===== src/rtl/vga_timing_gen.sv =====
// rtl/vga_timing_gen.sv - VGA horizontal/vertical timing generator with pixel enable
//
// Purpose: divides clk down to a pixel rate, runs the column/row counters and
// produces registered sync, blanking and position outputs for the VGA path.
//
// Ports:
//   clk           system clock, rising-edge active
//   reset         asynchronous, active-high
//   pix_tick      high for the first clk cycle of every pixel period
//   horiz_sync    horizontal sync, at SYNC_POL while asserted
//   vert_sync     vertical sync, at SYNC_POL while asserted
//   video_on      high while the current pixel is in the visible region
//   pixel_column  horizontal counter, 0..H_TOTAL-1
//   pixel_row     vertical counter, 0..V_TOTAL-1
//   frame_start   one-clk pulse as the counters enter (0,0)

module vga_timing_gen #(
    parameter int   CLK_DIV  = 4,
    parameter int   H_ACTIVE = 640,
    parameter int   H_FP     = 16,
    parameter int   H_SYNC   = 96,
    parameter int   H_BP     = 48,
    parameter int   V_ACTIVE = 480,
    parameter int   V_FP     = 10,
    parameter int   V_SYNC   = 2,
    parameter int   V_BP     = 33,
    parameter logic SYNC_POL = 1'b0
) (
    input  logic       clk,
    input  logic       reset,
    output logic       pix_tick,
    output logic       horiz_sync,
    output logic       vert_sync,
    output logic       video_on,
    output logic [9:0] pixel_column,
    output logic [9:0] pixel_row,
    output logic       frame_start
);

    localparam int H_TOTAL = H_ACTIVE + H_FP + H_SYNC + H_BP;
    localparam int V_TOTAL = V_ACTIVE + V_FP + V_SYNC + V_BP;

    localparam logic [3:0] DIV_MAX = 4'(CLK_DIV - 1);
    localparam logic [9:0] HC_MAX  = 10'(H_TOTAL - 1);
    localparam logic [9:0] VC_MAX  = 10'(V_TOTAL - 1);

    // Decode bounds are 11 bits wide so an end bound of exactly 1024 still compares correctly.
    localparam logic [10:0] H_VIS_END  = 11'(H_ACTIVE);
    localparam logic [10:0] H_SYNC_BEG = 11'(H_ACTIVE + H_FP);
    localparam logic [10:0] H_SYNC_END = 11'(H_ACTIVE + H_FP + H_SYNC);
    localparam logic [10:0] V_VIS_END  = 11'(V_ACTIVE);
    localparam logic [10:0] V_SYNC_BEG = 11'(V_ACTIVE + V_FP);
    localparam logic [10:0] V_SYNC_END = 11'(V_ACTIVE + V_FP + V_SYNC);

    logic [3:0] div_q, div_d;
    logic [9:0] hc_q, hc_d;
    logic [9:0] vc_q, vc_d;
    logic       hs_q, hs_d;
    logic       vs_q, vs_d;
    logic       vo_q, vo_d;
    logic       tick_q, tick_d;
    logic       fs_q, fs_d;
    logic       advance;
    logic [10:0] hc_w, vc_w;

    always_comb begin
        advance = (div_q == DIV_MAX);
        div_d   = advance ? 4'd0 : div_q + 4'd1;
        hc_d    = hc_q;
        vc_d    = vc_q;
        if (advance) begin
            if (hc_q == HC_MAX) begin
                hc_d = 10'd0;
                vc_d = (vc_q == VC_MAX) ? 10'd0 : vc_q + 10'd1;
            end else begin
                hc_d = hc_q + 10'd1;
            end
        end

        // Outputs are decoded from the next-state counters so they move on the
        // same edge as the counters themselves.
        hc_w   = {1'b0, hc_d};
        vc_w   = {1'b0, vc_d};
        hs_d   = ((hc_w >= H_SYNC_BEG) && (hc_w < H_SYNC_END)) ? SYNC_POL : ~SYNC_POL;
        vs_d   = ((vc_w >= V_SYNC_BEG) && (vc_w < V_SYNC_END)) ? SYNC_POL : ~SYNC_POL;
        vo_d   = (hc_w < H_VIS_END) && (vc_w < V_VIS_END);
        tick_d = (div_d == 4'd0);
        fs_d   = tick_d && (hc_d == 10'd0) && (vc_d == 10'd0);
    end

    // Counters reset to their final values so the first edge after release
    // is an advance into (0,0) and the first frame is complete.
    always_ff @(posedge clk or posedge reset) begin
        if (reset) begin
            div_q  <= DIV_MAX;
            hc_q   <= HC_MAX;
            vc_q   <= VC_MAX;
            hs_q   <= ~SYNC_POL;
            vs_q   <= ~SYNC_POL;
            vo_q   <= 1'b0;
            tick_q <= 1'b0;
            fs_q   <= 1'b0;
        end else begin
            div_q  <= div_d;
            hc_q   <= hc_d;
            vc_q   <= vc_d;
            hs_q   <= hs_d;
            vs_q   <= vs_d;
            vo_q   <= vo_d;
            tick_q <= tick_d;
            fs_q   <= fs_d;
        end
    end

    assign pix_tick     = tick_q;
    assign horiz_sync   = hs_q;
    assign vert_sync    = vs_q;
    assign video_on     = vo_q;
    assign pixel_column = hc_q;
    assign pixel_row    = vc_q;
    assign frame_start  = fs_q;

endmodule


===== config.mk =====
export PLATFORM = sky130hd
export DESIGN_NAME = vga_timing_gen
export DESIGN_NICKNAME = d
export VERILOG_FILES = /design/src/rtl/vga_timing_gen.sv
export SDC_FILE = /design/constraint.sdc
export NUM_CORES = 1
export LEC_CHECK = 0
export CAP_MARGIN = 10
export CORE_MARGIN = 2
export CORE_UTILIZATION = 30
export DETAILED_ROUTE_END_ITERATION = 12
export GPL_ROUTABILITY_DRIVEN = 0
export PLACE_DENSITY = 0.48
export SLEW_MARGIN = 20
export SYNTH_ARGS = -nofsm -noshare
export SYNTH_HDL_FRONTEND = slang
export SYNTH_SLANG_ARGS = --single-unit

===== constraint.sdc =====
create_clock -name clk -period 3.75 [get_ports clk]
set_clock_uncertainty 0.2 [all_clocks]
set_input_delay 0.375 -clock clk [delete_from_list [all_inputs] [get_ports clk]]
set_output_delay 0.375 -clock clk [all_outputs]
set_load 0.02 [all_outputs]

# Word level (Yosys, flattened, before mapping)
# Cells that the tools add are included.
[totals] in_bits=2 wordCells=36 out_inout_bits=25 register_bits=29
[op_classes] n_reduce_logical=8 addsub=3 order_cmp=6 n_eq_ne=3 mux=8
[op_table] op="$mux 10" n=5
[op_table] op="$add 10x1->10 const B" n=2
[op_table] op="$eq 10x10->1 const B" n=2
[op_table] op="$logic_not 10->1" n=2
[op_table] op="$lt 10x10->1 const B" n=2
[op_table] op="$lt 10x9->1 const B" n=2
[op_table] op="$ge 10x10->1 const B" n=1
[op_table] op="$ge 10x9->1 const B" n=1
[op_table] op="$logic_and 1x1->1" n=5
[op_table] op="$add 4x1->4 const B" n=1
[op_table] op="$eq 4x2->1 const B" n=1
[op_table] op="$logic_not 4->1" n=1
[op_table] op="$mux 4" n=1
[op_table] op="$mux 1" n=2

# Longest topological paths before layout
# Gate-level depths: netlist of run 1.
[logic_depth] ltp_word=7 ltp_mapped=9 mapped_depth_nobuf=7

# Least setup slack after synthesis of run 1
# Ideal clock, no wire load.
[synth_timing] kind="reg-to-reg" start="register div_q[0]" end="register fs_q, in the netlist frame_start" arrival_ns=2.646 path_slack_ns=0.809 required_ns=3.454 setup_ns=0.096 stages_incl_launch_ff=10 path_buffers=2 path_cell_list="dfstp_2 > ha_1 > or3b_1 > buf_6 > or4_1 > buf_2 > a21oi_2 > o22ai_2 > or3_1 > nor4_2"
[synth_lines] element="from (decl)" line_no="55" rtl="logic [3:0] div_q, div_d;"
[synth_lines] element="from (signal assigned)" line_no="104" rtl="div_q <= div_d;"
[synth_lines] element="$eq 4x2->1" line_no="67" rtl="advance = (div_q == DIV_MAX);"
[synth_lines] element="$mux 10" line_no="71" rtl="if (advance) begin"
[synth_lines] element="net vc_d[9]" line_no="57" rtl="logic [9:0] vc_q, vc_d;"
[synth_lines] element="$logic_not 10->1" line_no="88" rtl="fs_d = tick_d && (hc_d == 10'd0) && (vc_d == 10'd0);"
[synth_lines] element="$logic_and 1x1->1" line_no="88"
[synth_lines] element="net fs_d" line_no="62" rtl="logic fs_q, fs_d;"
[synth_lines] element="to (signal assigned)" line_no="111" rtl="fs_q <= fs_d;"
[synth_lines] element="to (decl)" line_no="62"
# The timed path passes the listed nets, and every way through them passes these cells.

# Worst setup path after layout of run 1
# Ends and elaborated chain as after synthesis.

==> impl_metrics.csv, run 1 <==
group,metric,value,unit
route,wl_met3,216,um
clocking,cts_buffers,5,
logic_synthesis,synth_top_family_by_area,"simple AND/OR/NAND/NOR gates",
die,io_pins,27,
logic_synthesis,synth_adder_area_share,3.14,%
route,met1_length,1.85,mm
pwr,finalPower,0.568,mW
logic_synthesis,ys.flop_type,"dfrtp_1",
die,die_y,76.8,um
worst_setup_path,crit_type,"register to register",
timing,slew_violations,0,
die,die_area,0.00590,sq mm
worst_setup_path,cp_max_fo,10,
route,drc,0,
clocking,cts_tree,"done",
route,wirelength,3.90,mm
logic_synthesis,synthesis.area,0.00159,sq mm
logic_synthesis,synth_mux_area_share,2.20,%
timing,finalSetupViolCount,0,
placement,place_inst,252,
clocking,postCtsSetupRepairBufs,0,
worst_setup_path,start_kind,"register",
clocking,root_buffer,"clkbuf_8",
route,ant_nets,0,
hold_path,min_path_type,"primary input to asynchronous set/reset pin",
clocking,clock_latency,280,ps
die,std_cell_rows,26,
route,top_layer,"met4",
clocking,ctsLongestPathBuffers,2,
worst_setup_path,r2r_setup_slack,470,ps
logic_synthesis,synth-edff-count,0,
logic_synthesis,synth_cell_types,47,
logic_synthesis,synth_nets,164,
die,die_x,76.8,um
route,vias_per_cell,5.21,
logic_synthesis,yosysSeqAreaShare,46.7,%
global_routing,grt_pass1_wl,6.47,mm
timing,fin_setup_tns,0,ps
logic_synthesis,async_flop_share,100,%
timing,tightest_slew,787,ps
timing,finalHoldViolations,0,
logic_synthesis,synth_compound_area_share,11.9,%
logic_synthesis,synth-simple-area-share,26.1,%
finish,syn2layout_area_growth,26.2,%
logic_synthesis,postSynthCellCount,158,
worst_setup_path,r2r_end,"frame_start$_DFF_PP0_",
timing,period_needed,3280,ps
die,core,0.00511,sq mm
route,met2RoutedLength,1.78,mm
logic_synthesis,synth.avg_cell_area,10.1,sq um
flow_run,drv_cap,0,
finish,drive_gt1_share,16.3,%
finish,fin_cells,260,
pwr,vdd_drop_max,0.106,mV
route,dr.pass1.iters,5,
die,initial_core_util,31.2,%
finish,fin_util,39.3,%
finish,finish.net_count,195,
clocking,clk_pin_slew,60,ps
worst_setup_path,worstReg2RegStart,"div_q[0]$_DFF_PP1_",
pwr,leakage,0.822,nW
logic_synthesis,ys_warn_count,0,
placement,post-dp-hpwl,2.90,mm
worst_setup_path,crit_arrival,3270,ps
timing,slew_headroom,47.4,%
route,drt-initial-drc-count,106,
global_routing,antenna_found_initial,0,
global_routing,grt_pass1_vias,1292,
timing,rsz0062_at_grt,"no",
placement,port_buffers,26,
worst_setup_path,rr_worst_depth,7,
finish,diodes,0,
pwr,powerDensity,283,mW/mm^2
global_routing,grt_overflow,0,
worst_setup_path,cp.required,3730,ps
route,dr_total_vias,1355,
logic_synthesis,synth-seq-cells,29,
clocking,cts_hold_buf,0,
worst_setup_path,cp-end-kind,"register",
timing,fmax,0.305,GHz
status,status,"finished, final reports clean",
global_routing,grt_max_degree,28,
route,post_drt_wl_per_cell,15.0,um
clocking,cts_num_sinks,29,
logic_synthesis,synth_xor_area_share,4.40,%
timing,period_share,87.5,%
clocking,cts_resized,0,
clocking,cts.htree.levels,2,
global_routing,grt.total_usage,14.0,%
synthesized netlist by cell type, drive strengths merged, types with 5 or more instances:
master  instances  area, sq um
nand4          10         62.6
dfstp          14          368
o21ai           9         45.0
nand2          10         37.5
dfrtp          15          375
nor4            8         71.3
inv            16         60.1
nor2            8         30.0
xor2            5         43.8
nand3           8         40.0
layout by cell type (no fill, tap or decap), types with 2 or more instances in the layout:
cell,netlist,routed
nor3b_1,2,2
clkbuf_8,0,5
dfrtp_1,15,15
nand3_1,8,8
clkdlybuf4s50_1,0,26
inv_1,16,15
xnor2_1,3,3
nand2_1,10,10
nand4_1,10,10
o2111ai_1,2,2
mux2i_1,2,2
and4_1,2,2
o22ai_1,2,2
dfstp_2,14,14
nor4b_2,2,2
nor4_1,6,6
nor2_1,8,8
clkinv_2,0,2
and3_1,3,3
a21oi_1,3,3
o31ai_1,2,2
buf_4,1,2
a31oi_1,2,2
o21ai_0,9,9
ha_1,4,4
nor3_1,3,3
xor2_1,5,5
worst max path at each step:
stage                             from               endpoint  slack (ps)  depth (start not counted)
floorplan           div_q[0]$_DFF_PP1_  frame_start$_DFF_PP0_         810                          9
global placement    div_q[0]$_DFF_PP1_  frame_start$_DFF_PP0_         600                          7
detailed placement  div_q[0]$_DFF_PP1_  frame_start$_DFF_PP0_         500                          7
CTS                 div_q[0]$_DFF_PP1_  frame_start$_DFF_PP0_         480                          7
global route        div_q[0]$_DFF_PP1_  frame_start$_DFF_PP0_         340                          7
finish              div_q[0]$_DFF_PP1_  frame_start$_DFF_PP0_         470                          7
where the power goes:
part | internal [mW] | switching, mW
sequential | 0.314 | 0
combinational | 0.00166 | 0.00593
clock | 0.128 | 0.118
total | 0.444 | 0.124
final cells by class:
cell class	count	area, sq um
fill	524	3100
multi-input combinational	109	759
sequential	29	743
tap	70	87.6
clock buffer	6	72.6
inverter	16	60.1
timing repair buffer	28	275
clock inverter	2	10.0
worst max-delay path: stages, from the launching register on:
cell,delay (ps)
dfstp_2,540
ha_1,200
or3b_1,550
or4_1,760
a21oi_2,180
o22ai_2,110
or3_1,370
nor4_2,280
flip-flops by register name, summed over array words and instances, names as in the netlist:
| signal | cells |
|---|---|
| video_on | 1 |
| pixel_column | 10 |
| div_q | 4 |
| pixel_row | 10 |
| pix_tick | 1 |
| vert_sync | 1 |
| horiz_sync | 1 |
| frame_start | 1 |
metrics by stage:
stage               setup slack, ps  hold slack (ps)  instance area, sq um
floorplan                       809              243                  1590
global placement                596              298                  1930
detailed placement              500              312                  1930
CTS                             477              327                  2010
global route                    337              338                  2010
finish                          468              251                  2010
layer usage:
metal	vias to the layer above	global-route usage [%]
met2	46	21.8
met1	658	18.5
met4	0	3.82
met5	-	0
li1	645	-
met3	6	4.71
cells by family (layout without fill, tap and decap cells):
logic type / after synthesis / count (layout)
and+or+nand+nor: 66 / 66
DFF: 29 / 29
AOI/OAI and AO/OA: 28 / 28
buffers and inverters: 20 / 52
xor gates and xnor gates: 8 / 8
adders and majority gates: 4 / 4
muxes: 3 / 3
Note: power is estimated with default switching activity, not from simulation.
==> run 2, diff against run 1 <==
--- a/config.mk
+++ b/config.mk
@@ -10,6 +10,7 @@
 export CORE_UTILIZATION = 30
 export DETAILED_ROUTE_END_ITERATION = 12
 export GPL_ROUTABILITY_DRIVEN = 0
+export MAX_ROUTING_LAYER = met4
 export PLACE_DENSITY = 0.48
 export SLEW_MARGIN = 20
 export SYNTH_ARGS = -nofsm -noshare
==> run 2 against run 1 <==
- sequential share of layout area unchanged
- fmax about the same
- non-clock buffer count unchanged
- critical endpoint unchanged
==> impl_metrics.csv, run 2 (synthesized netlist as in run 1, its figures left out) <==
group,metric,value,unit
status,status,"finished, final reports clean",
worst_setup_path,cp_max_fo,10,
worst_setup_path,critPathMaxStageDelay,760,ps
route,vias_per_cell,5.22,
finish,drive_gt1_share,16.3,%
worst_setup_path,crit_type,"register to register",
clocking,cts_hold_buf,0,
timing,slew_headroom,47.4,%
global_routing,grt_max_degree,28,
worst_setup_path,path_cells,"ha_1 > or3b_1 > or4_1 > a21oi_2 > o22ai_2 > or3_1 > nor4_2",
worst_setup_path,worstReg2RegStart,"div_q[0]$_DFF_PP1_",
global_routing,antenna_found_initial,0,
timing,tightest_slew,787,ps
timing,slew_violations,0,
finish,syn2layout_area_growth,26.2,%
timing,rsz0062_at_grt,"no",
clocking,postCtsSetupRepairBufs,0,
finish,final_cell_mix,"clkdlybuf4s50_1, inv_1, dfrtp_1",
route,ant_nets,0,
clocking,cts.htree.levels,2,
die,core,0.00511,sq mm
placement,port_buffers,26,
worst_setup_path,crit_arrival,3270,ps
timing,period_needed,3280,ps
finish,finish.net_count,195,
global_routing,grt_overflow,0,
worst_setup_path,rr_worst_depth,7,
global_routing,busiest_layer,"met2",
worst_setup_path,crit_cells,7,
clocking,cts_tree,"done",
clocking,cts_buffers,5,
placement,post-dp-hpwl,2.90,mm
clocking,root_buffer,"clkbuf_8",
die,die_y,76.8,um
worst_setup_path,worst-path-buf-inv,0,
route,dr_total_vias,1357,
die,die_x,76.8,um
global_routing,use_met2,21.8,%
hold_path,min_path_type,"primary input to asynchronous set/reset pin",
timing,fin_setup_tns,0,ps
die,io_pins,27,
global_routing,grt_pass1_wl,6.47,mm
die,die_area,0.00590,sq mm
route,post_drt_wl_per_cell,15.0,um
die,initial_core_util,31.2,%
pwr,powerDensity,283,mW/mm^2
flow_run,drv_cap,0,
route,drc,0,
pwr,leakage,0.822,nW
timing,period_share,87.5,%
worst_setup_path,critPathSlowestCell,"or4_1",
route,drt-initial-drc-count,115,
clocking,ctsLongestPathBuffers,2,
worst_setup_path,cp-end-kind,"register",
clocking,cts_resized,0,
clocking,clk_pin_slew,60,ps
worst_setup_path,crit_end,"frame_start$_DFF_PP0_",
finish,final_common_cell,"clkdlybuf4s50_1",
timing,finalSetupViolCount,0,
finish,diodes,0,
worst_setup_path,path_delay_family,"simple AND/OR/NAND/NOR gates",
worst_setup_path,r2r_end,"frame_start$_DFF_PP0_",
route,wirelength,3.89,mm
global_routing,met1_usage,18.8,%
clocking,cts_num_sinks,29,
clocking,clock_latency,280,ps
pwr,finalPower,0.568,mW
global_routing,met3_usage,4.24,%
route,dr.pass1.iters,4,
worst_setup_path,r2r_setup_slack,470,ps
global_routing,grt.total_usage,14.4,%
die,std_cell_rows,26,
global_routing,grt_pass1_vias,1290,
worst_setup_path,start_kind,"register",
worst_setup_path,crit_start,"div_q[0]$_DFF_PP1_",
worst_setup_path,cp.required,3730,ps
pwr,vdd_drop_max,0.106,mV
timing,finalHoldViolations,0,
timing,fmax,0.305,GHz
==> run 2: metrics by stage <==
stage	hold slack (ps)	std cells	util, %	worst slack, ps	instance area (sq um)
after floorplan	243	158	-	809	1590
after global placement	298	252	37.7	596	1930
after detailed placement	312	252	37.7	500	1930
after CTS	327	260	39.3	477	2010
after global routing	338	260	39.3	337	2010
final	252	260	39.3	468	2010
==> run 2: cell type report <==
type / count / area, sq um
clock buffer: 6 / 72.6
inverter: 16 / 60.1
clock inverter: 2 / 10.0
tap: 70 / 87.6
timing repair buffer: 28 / 275
multi-input combinational: 109 / 759
sequential: 29 / 743
fill: 524 / 3100
==> run 2: worst min-delay path by stage <==
stage,start,slack [ps],endpoint,depth (start not counted)
detailed placement,div_q[0]$_DFF_PP1_,310,div_q[0]$_DFF_PP1_,1
global placement,div_q[0]$_DFF_PP1_,300,div_q[0]$_DFF_PP1_,1
global route,reset,340,pixel_row[6]$_DFF_PP0_,2
CTS,div_q[0]$_DFF_PP1_,330,div_q[0]$_DFF_PP1_,1
floorplan,reset,240,div_q[2]$_DFF_PP0_,1
finish,reset,250,div_q[2]$_DFF_PP0_,2
==> run 2: metal layers <==
layer / up-vias / share of wire [%] / wire length (um)
li1: 645 / - / -
met2: 49 / 46 / 1800
met1: 657 / 48 / 1850
met3: 6 / 4.8 / 187
met4: 0 / 1.4 / 54
met5: - / 0 / 0
==> run 2: report_power, final <==
group          switching (mW)  leakage [nW]  internal, mW
Sequential                  0         0.350         0.314
Clock                   0.118        0.0450         0.128
Combinational         0.00593         0.427       0.00166
==> run 3, diff against run 2 <==
--- a/config.mk
+++ b/config.mk
@@ -8,6 +8,7 @@
 export CAP_MARGIN = 10
 export CORE_MARGIN = 2
 export CORE_UTILIZATION = 30
+export CTS_CLUSTER_SIZE = 8
 export DETAILED_ROUTE_END_ITERATION = 12
 export GPL_ROUTABILITY_DRIVEN = 0
 export MAX_ROUTING_LAYER = met4
==> results of run 3 <==
No change in the layout: final DEF, timing and power equal those of run 2.
